### src/rtl/mem_bus_arbiter_pkg.sv
`default_nettype none
//////////////////////////////////////////////////////////////////////////////
// mem_bus_arbiter_pkg - shared state encodings and widths for the arbiter
// Rev 1.0 - initial release
//////////////////////////////////////////////////////////////////////////////
package mem_bus_arbiter_pkg;

  typedef enum logic [1:0] {
    ARB_IDLE   = 2'd0,
    ARB_BUSY_I = 2'd1,
    ARB_BUSY_D = 2'd2
  } arb_state_t;

  // Wide enough for the largest allowed streak limit (15)
  localparam int STREAK_W = 4;

endpackage
`default_nettype wire

### src/rtl/mem_bus_arbiter.sv
`default_nettype none
//////////////////////////////////////////////////////////////////////////////
// mem_bus_arbiter - fetch/data arbiter for one single-port variable-latency memory
// Rev 1.0 - initial release
//////////////////////////////////////////////////////////////////////////////
module mem_bus_arbiter
  import mem_bus_arbiter_pkg::*;
#(
  parameter int ADDR_W       = 32,
  parameter int DATA_W       = 32,
  parameter int MAX_D_STREAK = 4
) (
  input  logic              clk,
  input  logic              rst_n,
  input  logic              if_req,
  input  logic [ADDR_W-1:0] if_addr,
  output logic [DATA_W-1:0] if_rdata,
  output logic              if_ready,
  output logic              if_stall,
  input  logic              d_rd,
  input  logic              d_wr,
  input  logic [ADDR_W-1:0] d_addr,
  input  logic [DATA_W-1:0] d_wdata,
  output logic [DATA_W-1:0] d_rdata,
  output logic              d_ready,
  output logic              d_stall,
  output logic              mem_req,
  output logic              mem_we,
  output logic [ADDR_W-1:0] mem_addr,
  output logic [DATA_W-1:0] mem_wdata,
  input  logic [DATA_W-1:0] mem_rdata,
  input  logic              mem_ready
);

  localparam logic [STREAK_W-1:0] c_max_streak = STREAK_W'(MAX_D_STREAK);

  arb_state_t          r_state;
  logic [STREAK_W-1:0] r_streak;

  logic w_d_pend;
  logic w_grant_d;
  logic w_grant_i;

  // Data wins unless it has already used up its streak while a fetch waits
  always_comb begin
    w_d_pend  = d_rd | d_wr;
    w_grant_d = 1'b0;
    w_grant_i = 1'b0;
    if (r_state == ARB_IDLE) begin
      w_grant_d = w_d_pend && ((r_streak < c_max_streak) || !if_req);
      w_grant_i = !w_grant_d && if_req;
    end
  end

  always_comb begin
    if_ready = (r_state == ARB_BUSY_I) && mem_ready;
    d_ready  = (r_state == ARB_BUSY_D) && mem_ready;
    if_rdata = if_ready ? mem_rdata : '0;
    d_rdata  = d_ready ? mem_rdata : '0;
    if_stall = if_req && !if_ready;
    d_stall  = w_d_pend && !d_ready;
  end

  always_ff @(posedge clk or negedge rst_n) begin
    if (!rst_n) begin
      r_state   <= ARB_IDLE;
      r_streak  <= '0;
      mem_req   <= 1'b0;
      mem_we    <= 1'b0;
      mem_addr  <= '0;
      mem_wdata <= '0;
    end else begin
      case (r_state)
        ARB_IDLE: begin
          if (w_grant_d) begin
            r_state   <= ARB_BUSY_D;
            mem_req   <= 1'b1;
            mem_we    <= d_wr;
            mem_addr  <= d_addr;
            mem_wdata <= d_wdata;
            if (!if_req)
              r_streak <= '0;
            else if (r_streak != c_max_streak)
              r_streak <= r_streak + 1'b1;
          end else if (w_grant_i) begin
            r_state  <= ARB_BUSY_I;
            mem_req  <= 1'b1;
            mem_we   <= 1'b0;
            mem_addr <= if_addr;
            r_streak <= '0;
          end
        end
        ARB_BUSY_I, ARB_BUSY_D: begin
          if (mem_ready) begin
            r_state <= ARB_IDLE;
            mem_req <= 1'b0;
            mem_we  <= 1'b0;
          end
        end
        default: begin
          r_state <= ARB_IDLE;
          mem_req <= 1'b0;
          mem_we  <= 1'b0;
        end
      endcase
    end
  end

endmodule
`default_nettype wire

### config.mk
export PLATFORM = sky130hd
export DESIGN_NAME = mem_bus_arbiter
export DESIGN_NICKNAME = d
export VERILOG_FILES = /design/src/rtl/mem_bus_arbiter_pkg.sv /design/src/rtl/mem_bus_arbiter.sv
export SDC_FILE = /design/constraint.sdc
export NUM_CORES = 1
export LEC_CHECK = 0
export CELL_PAD_IN_SITES_DETAIL_PLACEMENT = 0
export CELL_PAD_IN_SITES_GLOBAL_PLACEMENT = 1
export CORE_AREA = 3 3 119 144
export CTS_BUF_LIST = sky130_fd_sc_hd__clkbuf_4 sky130_fd_sc_hd__clkbuf_8 sky130_fd_sc_hd__clkbuf_16
export CTS_CLUSTER_SIZE = 16
export DETAILED_ROUTE_END_ITERATION = 6
export DIE_AREA = 0 0 122 147
export DONT_BUFFER_PORTS = 1
export PLACE_DENSITY_LB_ADDON = 0.1
export SYNTH_ARGS = -nofsm -noshare
export SYNTH_HDL_FRONTEND = slang
export SYNTH_SLANG_ARGS = --single-unit
### constraint.sdc
create_clock -name clk -period 2.6 [get_ports clk]
set_clock_uncertainty 0.15 [all_clocks]
set_input_delay 0.52 -clock clk [delete_from_list [all_inputs] [get_ports clk]]
set_output_delay 0.52 -clock clk [all_outputs]
set_load 0.05 [all_outputs]
==> flow_summary.toml, run 1 <==
[outcome]
outcome = "complete, no violations"

[logic_synthesis]
syn_inst = 373
synth_top_cell_by_area = "dfrtp_1"
ys_seq_elements = 72
synthesis.area_um2 = 3800
synth.area.top_cells = "dfrtp_1 47%, mux2_4 11%, and3_1 11%, o31ai_1 6.3%, nor3_1 4.4%"
synth-edff-count = 0
synth_warnings = 0
synth.distinct_cells = 25
syn_area_per_cell_um2 = 10.2
synth_async_sr_flop_share_pct = 100
synth_seq_area_share_pct = 47.5
syn_nets = 512
ys.flop_type = "dfrtp_1"
yosysTopAreaCellShare_pct = 47.5

[global_routing]
grt_pass1_vias = 3175
gr-total-overflow = 0
grt_max_degree = 73
grt_usage_pct = 13.8
antenna_found_initial = 0
grt_pass1_wl_mm = 19.3

[power]
power.density_nw_per_um2 = 1560
leakagePower_nw = 2.39
vdd_drop_max_v = 0.000458
power_mw = 7.51

[clocking]
cts_setup_buffers = 0
max-clock-path-buffers = 2
clk_pin_slew_worst_paths_ns = 0.06
cts-root-buf = "clkbuf_16"
htree_levels = 3
clk_latency_ns = 0.33
clkSinkCount = 72
cts_buffers = 9
cts_tree = "yes"

[critical_path]
critPathTopFamily = "buffers and inverters"
crit_fanout = 20
worstPathCellList = "inv_1 -> ha_2 -> buf_4 -> and3_1 -> buf_4"
endpoint_kind = "primary output"
cp_num_cells = 5
critPathKind = "flop to primary output"
r2r_cells = 6
slowest_delay_ns = 0.40
cp.arrival_ns = 1.74
cp.required_ns = 1.93
critPathMostFrequentCell = "buf_4"
start_kind = "flop"
cp_num_buf_inv = 3
slowest_stage = "dfrtp_1"

[final_layout]
antenna_cells = 0
drive_gt1_share_pct = 30.5
layout_common_cells = "75 x buf_4, 72 x dfrtp_1, 64 x and3_1"
final_nets = 564
area_delta_synth_final_pct = 26.7
layout_commonest_cell = "buf_4"

[timing]
setup_violations = 0
post-route-min-period_ns = 2.41
finalCritPeriodShare_pct = 92.6
tightest_slew_ns = 0.513
holdWs_ns = 0.177
fmax_mhz = 416
rsz0062_at_grt = "no"
drv_slew = 0
postLayoutSetupSlackWorst_ns = 0.193
hold_viol_final = 0
timing.slew.headroom_pct = 65.8
tns_ns = 0

[hold_path]
hp-class = "input pin to flop"
min_path_cells = 2

[route]
wl_met2_mm = 6.58
route.detailed.drc = 0
wl_met3_mm = 1.55
ant_nets = 0
wl_per_cell_um = 20.0
num_vias = 3099
highest_layer = "met4"
vias_per_cell = 4.86
drtIter0Drc = 144
wl_met1_mm = 4.46
finalWirelength_mm = 12.8
firstDrtPassIters = 5

[floorplan]
die-area_um2 = 17900
fp-row-count = 50
die_w_um = 122
die_y_um = 147
initial_core_util_pct = 24.2
ioPinCount = 268
core_area_um2 = 15700

[placement]
gp_congestion = 0.703
port_buffers = 0
dp_hpwl_mm = 9.13
dp_slack_ns = 0.441

[run]
cap_violations = 0
==> worst paths after layout <==
| path | start | endpoint | slack [ns] |
|---|---|---|---|
| max in group asynchronous | rst_n | mem_req$_DFFE_PN0P_ | 1.41 |
| setup reg to reg | r_state[0]$_DFFE_PN0P_ | mem_wdata[0]$_DFFE_PN0P_ | 0.56 |
| min in group asynchronous | rst_n | mem_addr[5]$_DFFE_PN0P_ | 0.59 |
| setup / recovery | r_state[0]$_DFFE_PN0P_ | d_rdata[17] | 0.19 |
| hold reg to reg | r_streak[1]$_DFFE_PN0P_ | r_streak[1]$_DFFE_PN0P_ | 0.38 |
| hold / removal | if_req | r_streak[2]$_DFFE_PN0P_ | 0.18 |
==> metrics by stage <==
step / cell area, µm² / cells / util [%]
after CTS: 4810 / 638 / 30.6
after global placement: 4490 / 620 / 28.6
final: 4810 / 638 / 30.6
after detailed placement: 4490 / 620 / 28.6
after global routing: 4810 / 638 / 30.6
after floorplan: 3800 / 373 / -
==> power by group <==
group	internal (mW)	total, mW	switching [mW]
combinational	1.06	2.44	1.38
clock	0.656	1.18	0.524
sequential	1.63	3.89	2.26
total	3.35	7.51	4.16
==> cells by family (layout without fill, tap and decap cells) <==
group / Yosys count / count (layout) / share of synthesized area [%]
and+or+nand+nor: 146 / 146 / 20.3
AOI/OAI and AO/OA: 76 / 76 / 13.0
DFF: 72 / 72 / 47.5
buffers and inverters: 42 / 99 / 5.31
muxes: 32 / 32 / 12.3
adders and majority gates: 5 / 5 / 1.65
==> flip-flops by register name, summed over array words and instances (netlist names) <==
signal     count
mem_addr      32
mem_req        1
mem_wdata     32
mem_we         1
r_state        2
r_streak       4
==> cells in the mapped netlist, drive strengths merged, types with 4 or more instances <==
cell and number:
a21oi 32, nor2 5, and2 4, and3 64, mux2 32, nor3 33
o31ai 33, dfrtp 72, buf 10, clkbuf 28, nand2 35, ha 5
inv 4
==> layout make-up <==
class / instances / area (µm²)
Clock inverter: 7 / 56.3
Inverter: 4 / 15.0
Sequential cell: 72 / 1800
Timing Repair Buffer: 79 / 641
Tap cell: 208 / 260
Clock buffer: 9 / 225
Multi-Input combinational cell: 259 / 1810
Fill cell: 1619 / 10900
==> routing by layer <==
| layer | up-vias | global-route usage (%) |
|---|---|---|
| met2 | 183 | 24.3 |
| met5 | - | 0 |
| met1 | 1462 | 15.1 |
| met4 | 0 | 4.32 |
| met3 | 16 | 5.66 |
| li1 | 1438 | - |
==> repair_timing <==
action | 4_1_cts | 5_1_grt
endpoints found under the setup margin | 0 | 20
resized for setup | 0 | 1
hold buffers | 2 | 0
endpoints found under the hold margin | 72 | 0
No activity file was read; power rests on OpenSTA's default activity.
==> run 2, diff against run 1 <==
--- a/config.mk
+++ b/config.mk
@@ -8,7 +8,7 @@
 export CELL_PAD_IN_SITES_DETAIL_PLACEMENT = 0
 export CELL_PAD_IN_SITES_GLOBAL_PLACEMENT = 1
 export CORE_AREA = 3 3 119 144
-export CTS_BUF_LIST = sky130_fd_sc_hd__clkbuf_4 sky130_fd_sc_hd__clkbuf_8 sky130_fd_sc_hd__clkbuf_16
+export CTS_BUF_LIST = sky130_fd_sc_hd__clkbuf_4 sky130_fd_sc_hd__clkbuf_8
 export CTS_CLUSTER_SIZE = 16
 export DETAILED_ROUTE_END_ITERATION = 6
 export DIE_AREA = 0 0 122 147
==> run 2 against run 1 <==
Net effect: cell count unchanged; hold slack worse by 0.025 ns; critical path depth unchanged; clock-buffer cell count stayed put; critical path type unchanged.
==> flow_summary.toml, run 2 (synthesis results as in run 1) <==
[outcome]
outcome = "complete, no violations"

[placement]
dp_hpwl_mm = 9.13
placed_cells = 620
port_buffers = 0
gp_congestion = 0.703

[clocking]
cts_tree = "yes"
max-clock-path-buffers = 2
clkSinkCount = 72
clk_latency_ns = 0.35
cts-root-buf = "clkbuf_8"
cts_buffers = 9
clk_pin_slew_worst_paths_ns = 0.08
htree_levels = 3
cts_setup_buffers = 0

[route]
wl_per_cell_um = 20.0
firstDrtPassIters = 5
vias_per_cell = 4.85
num_vias = 3095
route.detailed.drc = 0
drtIter0Drc = 142
finalWirelength_mm = 12.8
ant_nets = 0

[timing]
tns_ns = 0
hold_viol_final = 0
rsz0062_at_grt = "no"
timing.slew.headroom_pct = 65.8
fmax_mhz = 412
drv_slew = 0
finalCritPeriodShare_pct = 93.3
tightest_slew_ns = 0.513
post-route-min-period_ns = 2.43
setup_violations = 0

[floorplan]
initial_core_util_pct = 24.2
ioPinCount = 268
die-area_um2 = 17900
fp-row-count = 50
die_w_um = 122
core_area_um2 = 15700
die_y_um = 147

[final_layout]
area_delta_synth_final_pct = 24.1
layout_commonest_cell = "buf_4"
drive_gt1_share_pct = 30.5
seq_area_um2 = 1800
layout.cells.non_filler = 638
reg.largest.list = "mem_addr (32), mem_wdata (32), r_streak (4)"
final_nets = 564
antenna_cells = 0
multi_input_area_um2 = 1810
layout_common_cells = "75 x buf_4, 72 x dfrtp_1, 64 x and3_1"
fillCellCount = 1630

[critical_path]
slowest_delay_ns = 0.40
cp.required_ns = 1.93
critPathMostFrequentCell = "buf_4"
critPathKind = "flop to primary output"
start_kind = "flop"
endpoint_kind = "primary output"
cp.arrival_ns = 1.76
crit_fanout = 20
cp_num_buf_inv = 3
critPathTopFamily = "buffers and inverters"
worstPathCellList = "inv_1 -> ha_2 -> buf_4 -> and3_1 -> buf_4"
slowest_stage = "dfrtp_1"

[power]
switchingPower_mw = 4.12
internal_power_mw = 3.05
vdd_drop_max_v = 0.000492
sequentialPowerShare_pct = 54.2
clockPowerShare_pct = 11.7
pwr-share-comb_pct = 34.0
leakagePower_nw = 2.35
switching_share_pct = 57.5
power_mw = 7.17
power.density_nw_per_um2 = 1520

[global_routing]
gr-total-overflow = 0
antenna_found_initial = 0
grt_pass1_vias = 3164
grt_pass1_wl_mm = 19.2
grt_max_degree = 73
grt_usage_pct = 13.8

[run]
cap_violations = 0

[hold_path]
hp-class = "input pin to flop"
run 2: worst paths after layout:
path	to	depth (start not counted)	slack [ns]	start
worst min-delay path	r_streak[2]$_DFFE_PN0P_	2	0.15	if_req
worst min register to register	r_streak[1]$_DFFE_PN0P_	1	0.38	r_streak[1]$_DFFE_PN0P_
worst max-delay path	d_rdata[17]	5	0.17	r_state[0]$_DFFE_PN0P_
max in group asynchronous	mem_wdata[9]$_DFFE_PN0P_	2	1.43	rst_n
worst max register to register	mem_wdata[0]$_DFFE_PN0P_	6	0.56	r_state[0]$_DFFE_PN0P_
min in group asynchronous	mem_addr[5]$_DFFE_PN0P_	2	0.56	rst_n
run 2: stage by stage:
stage	worst slack, ns	utilization, %	hold WS [ns]	cell area (µm²)
2_1_floorplan	0.175	-	0.0744	3800
3_3_place_gp	0.497	28.6	0.0768	4490
3_5_place_dp	0.441	28.6	0.0761	4490
4_1_cts	0.0247	30.0	0.116	4710
5_1_grt	0.00498	30.0	0.109	4710
6_report	0.173	30.0	0.152	4710
run 2: what timing repair did:
item / in CTS / in global routing
hold buffers: 2 / 0
endpoints found under the hold margin: 72 / 0
setup endpoints to repair: 0 / 20
resized for setup: 0 / 1
run 2: cell type report:
cell class | count | area share, %
clock buffers | 9 | 2.63
well taps | 208 | 5.53
inverters | 4 | 0.319
flip-flops and latches | 72 | 38.3
repair buffers | 79 | 13.6
clock inverters | 7 | 1.20
multi-input cells | 259 | 38.5
run 2: layer usage:
| layer | vias to the layer above | share of wire, % | global-route usage (%) | routed length [µm] |
|---|---|---|---|---|
| met2 | 181 | 51 | 24.2 | 6570 |
| met5 | - | 0 | 0 | 0 |
| met3 | 12 | 12 | 5.89 | 1550 |
| met1 | 1461 | 35 | 15.1 | 4480 |
| li1 | 1441 | - | - | - |
| met4 | 0 | 1.5 | 3.98 | 187 |
run 2: power groups by stage:
stage               combinational, mW  sequential (mW)  clock, mW
floorplan                        1.99             3.75          0
global placement                 2.42             3.95          0
detailed placement               2.45             3.93          0
CTS                              2.48             3.91      0.906
global route                     2.67             3.98      0.947
finish                           2.44             3.89      0.842
==> run 3, diff against run 2 <==
--- a/config.mk
+++ b/config.mk
@@ -7,11 +7,11 @@
 export LEC_CHECK = 0
 export CELL_PAD_IN_SITES_DETAIL_PLACEMENT = 0
 export CELL_PAD_IN_SITES_GLOBAL_PLACEMENT = 1
-export CORE_AREA = 3 3 119 144
+export CORE_AREA = 3 3 104 106
 export CTS_BUF_LIST = sky130_fd_sc_hd__clkbuf_4 sky130_fd_sc_hd__clkbuf_8
 export CTS_CLUSTER_SIZE = 16
 export DETAILED_ROUTE_END_ITERATION = 6
-export DIE_AREA = 0 0 122 147
+export DIE_AREA = 0 0 107 109
 export DONT_BUFFER_PORTS = 1
 export PLACE_DENSITY_LB_ADDON = 0.1
 export SYNTH_ARGS = -nofsm -noshare
==> run 3 against run 2 <==
Net effect: total power is 0.81% higher; routed wire length is 9.6% lower; clock-buffer cell count is 1 higher; worst setup slack hardly changed; critical path type unchanged; largest cell class unchanged; highest routed layer unchanged.
==> flow_summary.toml, run 3 (synthesis results as in run 1) <==
[outcome]
outcome = "complete, no violations"

[clocking]
cts_buffers = 9
clk_pin_slew_worst_paths_ns = 0.07
clkSinkCount = 72
htree_levels = 3
cts-root-buf = "clkbuf_8"
cts_tree = "yes"
max-clock-path-buffers = 2
clk_latency_ns = 0.35

[final_layout]
antenna_cells = 0
seq_area_um2 = 1800
reg.largest.list = "mem_addr (32), mem_wdata (32), r_streak (4)"
fin_util_pct = 47.0
drive_gt1_share_pct = 30.3
multi_input_area_um2 = 1810
final_area_um2 = 4640
area_delta_synth_final_pct = 22.1
layout_common_cells = "74 x buf_4, 72 x dfrtp_1, 64 x and3_1"
layout_commonest_cell = "buf_4"
fillCellCount = 924
final_nets = 564
layout.cells.non_filler = 562

[critical_path]
slowest_delay_ns = 0.40
crit_fanout = 22
slowest_stage = "dfrtp_1"
r2r_start = "r_state[0]$_DFFE_PN0P_"
critPathTopFamily = "buffers and inverters"
r2r_setup_slack_ns = 0.48
cp.arrival_ns = 1.76
endpoint_kind = "primary output"
worstPathCellList = "inv_1 -> ha_2 -> buf_4 -> and3_1 -> buf_4"
cp_num_buf_inv = 3
r2r_cells = 6
r2r-end = "mem_wdata[25]$_DFFE_PN0P_"
critPathKind = "flop to primary output"
start_kind = "flop"
cp.required_ns = 1.93
critPathMostFrequentCell = "buf_4"

[floorplan]
initial_core_util_pct = 38.5
core_area_um2 = 9860
die_w_um = 107
die_y_um = 109
fp-row-count = 36
die-area_um2 = 11700
ioPinCount = 268

[timing]
fmax_mhz = 412
drv_slew = 0
post-route-min-period_ns = 2.43
rsz0062_at_grt = "no"
hold_viol_final = 0
setup_violations = 0
timing.slew.headroom_pct = 62.6
finalCritPeriodShare_pct = 93.3
tns_ns = 0
tightest_slew_ns = 0.562

[power]
clockPowerShare_pct = 12.0
power.density_nw_per_um2 = 1560
sequentialPowerShare_pct = 53.8
switching_share_pct = 56.2
leakagePower_nw = 2.37
switchingPower_mw = 4.06
pwr-share-comb_pct = 34.2
internal_power_mw = 3.17
power_mw = 7.23
vdd_drop_max_v = 0.000593

[route]
firstDrtPassIters = 4
drtIter0Drc = 318
vias_per_cell = 5.52
num_vias = 3105
finalWirelength_mm = 11.6
wl_per_cell_um = 20.6
route.detailed.drc = 0
ant_nets = 0

[global_routing]
grt_pass1_wl_mm = 17.2
grt_usage_pct = 18.9
gr-total-overflow = 0
grt_max_degree = 73
grt_pass1_vias = 3049
antenna_found_initial = 0

[placement]
dp_hpwl_mm = 8.14
port_buffers = 0
dpl-instance-area_um2 = 4410
gp_congestion = 0.732
placed_cells = 545

[hold_path]
hp-class = "input pin to flop"
hold_end = "r_streak[2]$_DFFE_PN0P_"
min_path_cells = 2
hp-start = "if_req"

[run]
cap_violations = 0
[run 3: per-stage QoR]
| stage | hold slack [ns] | setup WS, ns |
|---|---|---|
| CTS | 0.133 | 0.0870 |
| floorplan | 0.0744 | 0.175 |
| finish | 0.160 | 0.173 |
| global route | 0.135 | 0.0418 |
| detailed placement | 0.0760 | 0.486 |
| global placement | 0.0763 | 0.526 |
[run 3: cell type report]
class	count	area share (%)
clock buffer	10	2.83
sequential	72	38.9
clock inverter	5	1.24
inverter	4	0.324
tap	133	3.59
multi-input combinational	259	39.1
timing repair buffer	79	14.1
[run 3: how the worst max path moves through the flow]
stage | startpoint | endpoint | slack (ns) | cells after the start
floorplan | mem_ready | d_stall | 0.17 | 3
global placement | r_state[0]$_DFFE_PN0P_ | d_rdata[12] | 0.53 | 5
detailed placement | r_state[0]$_DFFE_PN0P_ | mem_wdata[0]$_DFFE_PN0P_ | 0.49 | 6
CTS | r_state[0]$_DFFE_PN0P_ | d_rdata[17] | 0.09 | 5
global route | r_state[0]$_DFFE_PN0P_ | d_rdata[16] | 0.04 | 5
finish | r_state[0]$_DFFE_PN0P_ | d_rdata[14] | 0.17 | 5
[run 3: what timing repair did]
item,CTS,global route
setup endpoints to repair,0,22
hold endpoints to repair,72,0
resized for setup,0,1
buffers inserted,0,0
hold buffers,2,0
[run 3: power groups by stage]
stage / registers (mW) / clock network, mW / logic [mW]
2_1_floorplan: 3.75 / 0 / 1.99
3_3_place_gp: 3.93 / 0 / 2.41
3_5_place_dp: 3.93 / 0 / 2.45
4_1_cts: 3.90 / 0.907 / 2.48
5_1_grt: 3.95 / 0.955 / 2.69
6_report: 3.89 / 0.871 / 2.47
[run 3: per-layer routing]
layer  GRT usage, %  up-vias  wire [µm]
met5              0        -          0
met1           22.0     1482       4360
met3           6.04       13       1080
met2           32.8      166       5990
li1               -     1444          -
met4           6.58        0        126
